===== src/rtl/serial_adder_defs.sv =====
// -----------------------------------------------------------------------------
// serial_adder_defs
// Shared definitions for the bit-serial adder sequencer.
//   state_t       : controller state encoding (ST_IDLE, ST_RUN, ST_DONE)
//   DEFAULT_WIDTH : default operand/sum width
// -----------------------------------------------------------------------------
package serial_adder_defs;

   localparam int DEFAULT_WIDTH = 8;

   typedef enum logic [1:0] {
      ST_IDLE = 2'd0,
      ST_RUN  = 2'd1,
      ST_DONE = 2'd2
   } state_t;

endpackage


===== src/rtl/full_adder.sv =====
// -----------------------------------------------------------------------------
// full_adder
// 1-bit full-adder cell built from a 3-to-8 minterm decoder: the input triple
// selects one minterm line, and sum/carry are the OR of their true minterms.
// Ports:
//   a, b, ci : addend bits and carry-in
//   s        : sum bit
//   co       : carry-out
// -----------------------------------------------------------------------------
module full_adder (
   input  logic a,
   input  logic b,
   input  logic ci,
   output logic s,
   output logic co
);

   logic [2:0] sel;
   logic [7:0] minterm;

   assign sel     = {a, b, ci};
   assign minterm = 8'b0000_0001 << sel;

   // sum true for odd parity (1,2,4,7); carry true for two or more ones (3,5,6,7)
   assign s  = minterm[1] | minterm[2] | minterm[4] | minterm[7];
   assign co = minterm[3] | minterm[5] | minterm[6] | minterm[7];

endmodule


===== src/rtl/serial_adder_ctrl.sv =====
// -----------------------------------------------------------------------------
// serial_adder_ctrl
// Adds two WIDTH-bit operands bit-serially (LSB first) through one shared
// full_adder cell with a registered carry. Operands are captured on an accepted
// start; WIDTH add cycles follow; then sum/cout are presented with a one-cycle
// done pulse.
//
// Optional feature macro: SERIAL_ADDER_SUB_EN
//   defined   : adds port 'sub'; sub=1 captured on start computes a-b
//               (B loads ~b, carry loads 1, cin ignored); cout=1 means no borrow.
//   undefined : add-only, no 'sub' port.
//
// Ports:
//   clk, rst_n : clock (rising edge), asynchronous active-low reset
//   start      : request, sampled only in IDLE
//   a, b, cin  : operands and initial carry, captured on accepted start
//   sub        : (SERIAL_ADDER_SUB_EN only) subtract select, captured on start
//   busy       : high while in RUN
//   done       : one-cycle result-valid pulse
//   sum, cout  : result, held from done until the next result is produced
//
// Handshake: start acts as a request whose implicit ready is "state is IDLE";
// a start seen in RUN or DONE is dropped, not queued. done is a single-cycle
// valid with no backpressure; sum/cout stay stable after it until the next
// operation completes (or reset).
// -----------------------------------------------------------------------------
module serial_adder_ctrl
   import serial_adder_defs::*;
#(
   parameter int WIDTH = DEFAULT_WIDTH
) (
   input  logic             clk,
   input  logic             rst_n,
   input  logic             start,
   input  logic [WIDTH-1:0] a,
   input  logic [WIDTH-1:0] b,
   input  logic             cin,
`ifdef SERIAL_ADDER_SUB_EN
   input  logic             sub,
`endif
   output logic             busy,
   output logic             done,
   output logic [WIDTH-1:0] sum,
   output logic             cout
);

   localparam int               CNT_W    = $clog2(WIDTH);
   localparam logic [CNT_W-1:0] CNT_LAST = CNT_W'(WIDTH - 1);

   state_t             state_q, state_d;
   logic [WIDTH-1:0]   a_sr_q, a_sr_d;
   logic [WIDTH-1:0]   b_sr_q, b_sr_d;
   // Only WIDTH-1 accumulated bits are kept; the final bit joins them
   // directly on the way into the result register.
   logic [WIDTH-2:0]   sum_sr_q, sum_sr_d;
   logic               carry_q, carry_d;
   logic [CNT_W-1:0]   cnt_q, cnt_d;
   logic [WIDTH-1:0]   sum_q, sum_d;
   logic               cout_q, cout_d;

   logic               cell_s;
   logic               cell_co;
   logic [WIDTH-1:0]   sum_shift;
   logic [WIDTH-1:0]   b_load;
   logic               carry_load;

   full_adder u_cell (
      .a  (a_sr_q[0]),
      .b  (b_sr_q[0]),
      .ci (carry_q),
      .s  (cell_s),
      .co (cell_co)
   );

   // New bit enters at the MSB; after WIDTH steps bit 0 sits at the LSB.
   assign sum_shift = {cell_s, sum_sr_q};

   always_comb begin
      b_load     = b;
      carry_load = cin;
`ifdef SERIAL_ADDER_SUB_EN
      if (sub) begin
         b_load     = ~b;
         carry_load = 1'b1;
      end
`endif
   end

   always_comb begin
      state_d  = state_q;
      a_sr_d   = a_sr_q;
      b_sr_d   = b_sr_q;
      sum_sr_d = sum_sr_q;
      carry_d  = carry_q;
      cnt_d    = cnt_q;
      sum_d    = sum_q;
      cout_d   = cout_q;

      case (state_q)
         ST_IDLE: begin
            if (start) begin
               a_sr_d   = a;
               b_sr_d   = b_load;
               carry_d  = carry_load;
               cnt_d    = '0;
               sum_sr_d = '0;
               state_d  = ST_RUN;
            end
         end
         ST_RUN: begin
            a_sr_d   = a_sr_q >> 1;
            b_sr_d   = b_sr_q >> 1;
            sum_sr_d = sum_shift[WIDTH-1:1];
            carry_d  = cell_co;
            if (cnt_q == CNT_LAST) begin
               // MSB step: publish the result; counter holds rather than wrap.
               sum_d   = sum_shift;
               cout_d  = cell_co;
               state_d = ST_DONE;
            end else begin
               cnt_d = cnt_q + CNT_W'(1);
            end
         end
         ST_DONE: begin
            state_d = ST_IDLE;
         end
         default: begin
            state_d = ST_IDLE;
         end
      endcase
   end

   always_ff @(posedge clk or negedge rst_n) begin
      if (!rst_n) begin
         state_q  <= ST_IDLE;
         a_sr_q   <= '0;
         b_sr_q   <= '0;
         sum_sr_q <= '0;
         carry_q  <= 1'b0;
         cnt_q    <= '0;
         sum_q    <= '0;
         cout_q   <= 1'b0;
      end else begin
         state_q  <= state_d;
         a_sr_q   <= a_sr_d;
         b_sr_q   <= b_sr_d;
         sum_sr_q <= sum_sr_d;
         carry_q  <= carry_d;
         cnt_q    <= cnt_d;
         sum_q    <= sum_d;
         cout_q   <= cout_d;
      end
   end

   assign busy = (state_q == ST_RUN);
   assign done = (state_q == ST_DONE);
   assign sum  = sum_q;
   assign cout = cout_q;

endmodule

===== config.mk =====
export PLATFORM = sky130hd
export DESIGN_NAME = serial_adder_ctrl
export DESIGN_NICKNAME = d
export VERILOG_FILES = /design/src/rtl/serial_adder_defs.sv /design/src/rtl/full_adder.sv /design/src/rtl/serial_adder_ctrl.sv
export SDC_FILE = /design/constraint.sdc
export NUM_CORES = 1
export LEC_CHECK = 0
export ABC_AREA = 1
export CAP_MARGIN = 20
export CORE_ASPECT_RATIO = 1.2
export CORE_UTILIZATION = 52
export DETAILED_ROUTE_END_ITERATION = 10
export PLACE_DENSITY = 0.78
export SLEW_MARGIN = 20
export SYNTH_ARGS = -nofsm -noshare
export SYNTH_HDL_FRONTEND = slang
export SYNTH_SLANG_ARGS = --single-unit

===== constraint.sdc =====
create_clock -name clk -period 1.54 [get_ports clk]
set_input_delay 0.308 -clock clk [delete_from_list [all_inputs] [get_ports clk]]
set_output_delay 0.308 -clock clk [all_outputs]
set_load 0.05 [all_outputs]

==> results.txt, run 1 <==
hold slack: 0.4804 ns
max cap viols: 0
clock transition at the registers of the reported paths: 0.07 ns
die area: 0.003752 mm^2
number of synthesized flops with an enable pin: 0
Post-DP Area: 0.002305 mm^2
ant diodes: 0
Adder-Cell Fraction of Synth Area: 2.467%
setup_tns: 0 ns
Final Cycle Share: 95.83%
share of post-route cells with drive strength above 1: 19.92%
Worst-Skew Late Latency: 0.28 ns
initial antenna violation count: 0
VDD IR max: 1669 uV
gr ovfl total: 0
placed insts: 280
Synth Area in Simple Gates: 30.23%
root buffer cell: clkbuf_8
Ports: 31
CP Launch Type: flop
final design utilization: 71.81%
Layout area overhead: 31.32%
overall power consumption: 4.981 mW
max-slew violation count: 0
ys flop type: dfrtp_1
number of remaining DRC errors: 0
slew margin rel.: 68.20%
post-route cell area: 0.002397 mm^2
HPWL after DPL: 2.363 mm
WL final: 3.262 mm
Initial Utilization: 54.69%
pwr dens: 2078 mW/mm^2
CP Data Arrival Time: 1.17 ns
Seq/Total Area, Yosys: 52.09%
RR Endpoint: a_sr_q[1]
die height: 66.91 um
GPL Wtd Cong: 0.7618
Hold Path Class: flop to flop
Distinct cells, synth: 18
LEAKAGE: 1.235 nW
post-synthesis compound-gate area fraction: 7.539%
maximum fanout along the worst path: 11
Synth area leaders: dfrtp_1 (52%), nand2_1 (21%), o21ai_2 (5.3%)
WHS Path Cells: 2
worst slew pin tran: 0.4770 ns
Worst Setup EP: done
DP Worst Slack: 0.1062 ns
Fillers: 262
CTS tree: built
Via Count: 1,451
drt pass-1 iters: 4
CTS Buffer Depth: 2
fraction of registers with async set/reset: 100.0%
# nets final: 274
Die Span X: 56.09 um
Final Non-Filler Cells: 288
number of setup violations in the final report: 0
multiplexer share of the synthesized area: 0%
Inserted Clock Buffers: 5
WL per Instance: 11.33 um
Fmax: 0.6776 GHz
vias in the first global route: 1,314
Syn Inst Count: 212
synthesized area: 0.001826 mm^2
Worst Reg2Reg Path Length in Cells: 7
num rows: 23
post-synth top area cell: dfrtp_1
largest net degree at the start of global routing: 21
first-pass GRT wire length: 5.658 mm
Via-to-Cell Ratio: 5.038
crit path capture type: primary output
critical path class: flop to primary output
status: finished clean
Synth top area share: 52.09%
Final WS setup: 0.06427 ns
Ys Warns: 0
clk sinks: 38
Synth Net Count: 235
#FFs+latches synth: 38
main combinational cell family by area after synthesis: simple AND/OR/NAND/NOR gates
Post-synth top cells: nand2_1 (103), dfrtp_1 (38), nand3_1 (19), inv_1 (12), o21ai_2 (11)
ANT nets after route: 0
r2r setup slk: 0.16 ns
All-Layer GR Usage: 19.97%
Hold Vio Cnt, Final: 0
xor and xnor area share after synthesis: 0%
Core Box Area: 0.003338 mm^2
count leader, synth: nand2_1
Worst Setup SP: state_q[1]
R2R Path Start: state_q[1]
RSZ-0062 raised after global routing: false
Worst EP required: 1.23 ns
DRT iter0 DRCs: 42
Setup Skew: 0.005769 ns
CTS HTree Levels: 2
Tmin final: 1.476 ns
average size of a mapped cell: 8.611 um^2
input/output buffers: 30
-- worst max-delay path: stages, from the launching register on --
cell	delay, ns
dfrtp_2	0.45
inv_2	0.22
nor2_4	0.06
buf_12	0.15
-- final cells by class --
type,instances,area (um^2),area share (%)
sequential,38,952.2,39.72
multi-input combinational,151,742.0,30.95
timing repair buffer,41,528.0,22.03
clock buffer,7,76.32,3.184
inverter,14,52.55,2.192
tap,37,46.29,1.931
-- flip-flops by register name, summed over array words and instances, names as in the netlist --
name      cells
state_q       2
carry_q       1
sum           8
b_sr_q        8
cout          1
a_sr_q        8
cnt_q         3
sum_sr_q      7
-- placed cells by master (no fill, tap or decap), drive strengths merged --
cell type	instances
buf	22
clkbuf	7
clkdlybuf4s50	18
dfrtp	38
dlygate4sd3	1
fa	1
ha	2
inv	14
nand2	109
nand3	19
nor2	3
o21ai	17
-- kinds of logic after synthesis --
family	after synthesis
AO/OA/AOI/OAI	17
AND/OR/NAND/NOR	131
flip-flops	38
adder cells (fa/ha/maj)	3
buffers and inverters	23
-- per-layer routing --
metal / wire (um) / vias to the layer above / GRT usage [%] / share of wire (%)
met4: 35 / 0 / 7.317 / 1.1
met1: 1408 / 671 / 24.15 / 43
li1: - / 733 / - / -
met3: 166 / 4 / 5.243 / 5.1
met2: 1652 / 43 / 34.38 / 51
met5: 0 / - / 0 / 0
-- report_power, final --
group	total (mW)	switching, mW	internal [mW]
clock	0.623	0.312	0.311
sequential	1.73	0.297	1.43
combinational	2.63	1.49	1.13
total	4.98	2.10	2.88
-- how the worst min path moves through the flow --
stage	startpoint	end	slack [ns]
after global placement	rst_n	sum[3]	0.29
after global routing	sum_sr_q[2]	sum_sr_q[1]	0.51
final	a_sr_q[5]	a_sr_q[5]	0.48
after floorplan	rst_n	a_sr_q[0]	0.01
after CTS	sum_sr_q[3]	sum_sr_q[2]	0.48
after detailed placement	rst_n	sum[3]	0.29
-- repair_timing --
item / CTS / global route
gates cloned: 0 / 0
hold endpoints to repair: 19 / 0
hold buffers: 1 / 0
setup endpoints to repair: 1 / 1
buffers inserted: 0 / 0
resized for setup: 1 / 1
Power figures use the tool's default switching activity.
==> run 2: changes to the inputs <==
Settings changed: ABC_CLOCK_PERIOD_IN_PS set to 1540.
==> results of run 2 <==
The final DEF is identical to that of run 1; final timing and power are the same.
==> run 3: changes to the inputs <==
Settings changed: ABC_CLOCK_PERIOD_IN_PS 1540 to unset.
Clock period 1.54 ns to 1.6 ns, I/O delays scaled along.
==> run 3 against run 2 <==
  * Register-to-register slack improved by 0.03 ns
  * Largest cell class unchanged
  * Total power fell by 9.4%
  * Die area did not move
  * Critical endpoint unchanged
  * Sequential power fell by 7%
==> results.txt, run 3 (synthesized netlist as in run 1, its figures left out) <==
RSZ-0062 raised after global routing: false
RR Endpoint: a_sr_q[3]
Core Box Area: 0.003338 mm^2
Worst EP required: 1.28 ns
M1 GR Usage: 26.01%
leading cell type in the layout, fill and taps excluded: nand2_1
largest net degree at the start of global routing: 39
die area: 0.003752 mm^2
Ports: 31
DRT iter0 DRCs: 68
CP Cell Sequence: buf_4 > nor2_4 > buf_12
GRT met3 Usage: 4.272%
CTS Buffer Depth: 2
Layout area overhead: 23.17%
share of post-route cells with drive strength above 1: 19.68%
pwr dens: 2007 mW/mm^2
Via-to-Cell Ratio: 4.965
number of setup violations in the final report: 0
GPL Wtd Cong: 0.7555
Slowest-stage cell, CP: dfrtp_1
Worst-Skew Late Latency: 0.29 ns
drt pass-1 iters: 4
ANT nets after route: 0
Initial Utilization: 54.69%
worst slew pin tran: 0.4776 ns
crit path capture type: primary output
HPWL after DPL: 2.272 mm
max cap viols: 0
maximum fanout along the worst path: 14
Inserted Clock Buffers: 5
setup_tns: 0 ns
CTS Hold Bufs: 0
CTS tree: built
R2R Path Start: state_q[1]
Hold Vio Cnt, Final: 0
ant diodes: 0
clk sinks: 38
max-slew violation count: 0
r2r setup slk: 0.19 ns
buffer and inverter count on the worst path: 2
Post-DP Area: 0.002152 mm^2
# nets final: 271
WL final: 3.280 mm
grt met2 use: 36.16%
die height: 66.91 um
Fmax: 0.6548 GHz
LEAKAGE: 1.189 nW
VDD IR max: 1537 uV
status: finished clean
number of remaining DRC errors: 0
CP Data Arrival Time: 1.21 ns
num rows: 23
Tmin final: 1.527 ns
critical path class: flop to primary output
Most Crowded Layer GR: met2
slew margin rel.: 68.16%
largest stage delay on the critical path: 0.43 ns
Die Span X: 56.09 um
family with the most delay on the worst path: flip-flops
CTS HTree Levels: 2
Final Cycle Share: 95.45%
first-pass GRT wire length: 6.216 mm
initial antenna violation count: 0
Worst Reg2Reg Path Length in Cells: 7
WL per Instance: 11.47 um
CP Launch Type: flop
All-Layer GR Usage: 21.65%
Hold Path Class: input port to async pin
Via Count: 1,420
input/output buffers: 30
most frequent cells in the layout: nand2_1 (103), dfrtp_1 (38), nand3_1 (19), clkdlybuf4s50_1 (18), buf_4 (16)
gr ovfl total: 0
root buffer cell: clkbuf_8
post-route cell area: 0.002248 mm^2
clock transition at the registers of the reported paths: 0.07 ns
Setup Skew: 0.009095 ns
vias in the first global route: 1,433
Worst Setup SP: state_q[0]
## run 3: cell count changes in the layout (fill, tap and decap cells not counted)
cell | previous run | this run
dfrtp_1 | 37 | 38
clkbuf_1 | 2 | 1
buf_12 | 14 | 3
buf_4 | 7 | 16
clkbuf_8 | 5 | 6
clkinv_2 | 0 | 1
dlygate4sd3_1 | 1 | 0
dfrtp_2 | 1 | 0
## run 3: worst max-delay path by stage
stage | end | slack, ns | cells past startpoint
after global placement | sum_sr_q[0] | 0.15 | 5
final | done | 0.07 | 3
after global routing | done | 0.02 | 3
after CTS | done | 0.009 | 3
after floorplan | done | 0.07 | 4
after detailed placement | b_sr_q[7] | 0.12 | 3
## run 3: area by class of cell
cell class	instances	area [um^2]
clock inverter	1	5.005
sequential	38	950.9
tap	37	46.29
timing repair buffer	38	365.4
clock buffer	7	86.33
fill	298	1090
multi-input combinational	151	742.0
inverter	14	52.55
## run 3: through the flow
| step | hold slack [ns] | util (%) | power [mW] | instances | setup WS [ns] |
|---|---|---|---|---|---|
| floorplan | 0.02441 | - | 3.284 | 212 | 0.07136 |
| CTS | 0.08436 | 67.20 | 4.562 | 286 | 0.008837 |
| finish | 0.07083 | 67.35 | 4.512 | 286 | 0.07281 |
| detailed placement | 0.3988 | 64.47 | 3.878 | 278 | 0.1185 |
| global placement | 0.3953 | 64.47 | 3.819 | 278 | 0.1458 |
| global route | 0.1078 | 67.35 | 4.925 | 286 | 0.01727 |
## run 3: power breakdown
group / internal, mW / leakage [nW] / switching (mW)
logic: 0.804 / 0.658 / 1.42
registers: 1.38 / 0.483 / 0.234
clock network: 0.347 / 0.0482 / 0.325
## run 3: metal layers
layer | vias to the layer above | routed length (um)
met1 | 649 | 1433
met5 | - | 0
met4 | 0 | 96
li1 | 728 | -
met3 | 9 | 132
met2 | 34 | 1617
## run 3: timing repair
item / in CTS / in global routing
resized for setup: 0 / 1
hold endpoints to repair: 0 / 0
setup endpoints to repair: 0 / 1
setup buffers: 0 / 0
## run 3: worst register-to-register path, stage by stage, from the launching register on
cell and delay (ns):
dfrtp_1 0.45, inv_2 0.21, nand2_2 0.21, buf_4 0.22, nand2_1 0.06, nand2_1 0.06
nand2_2 0.05, nand2_1 0.04
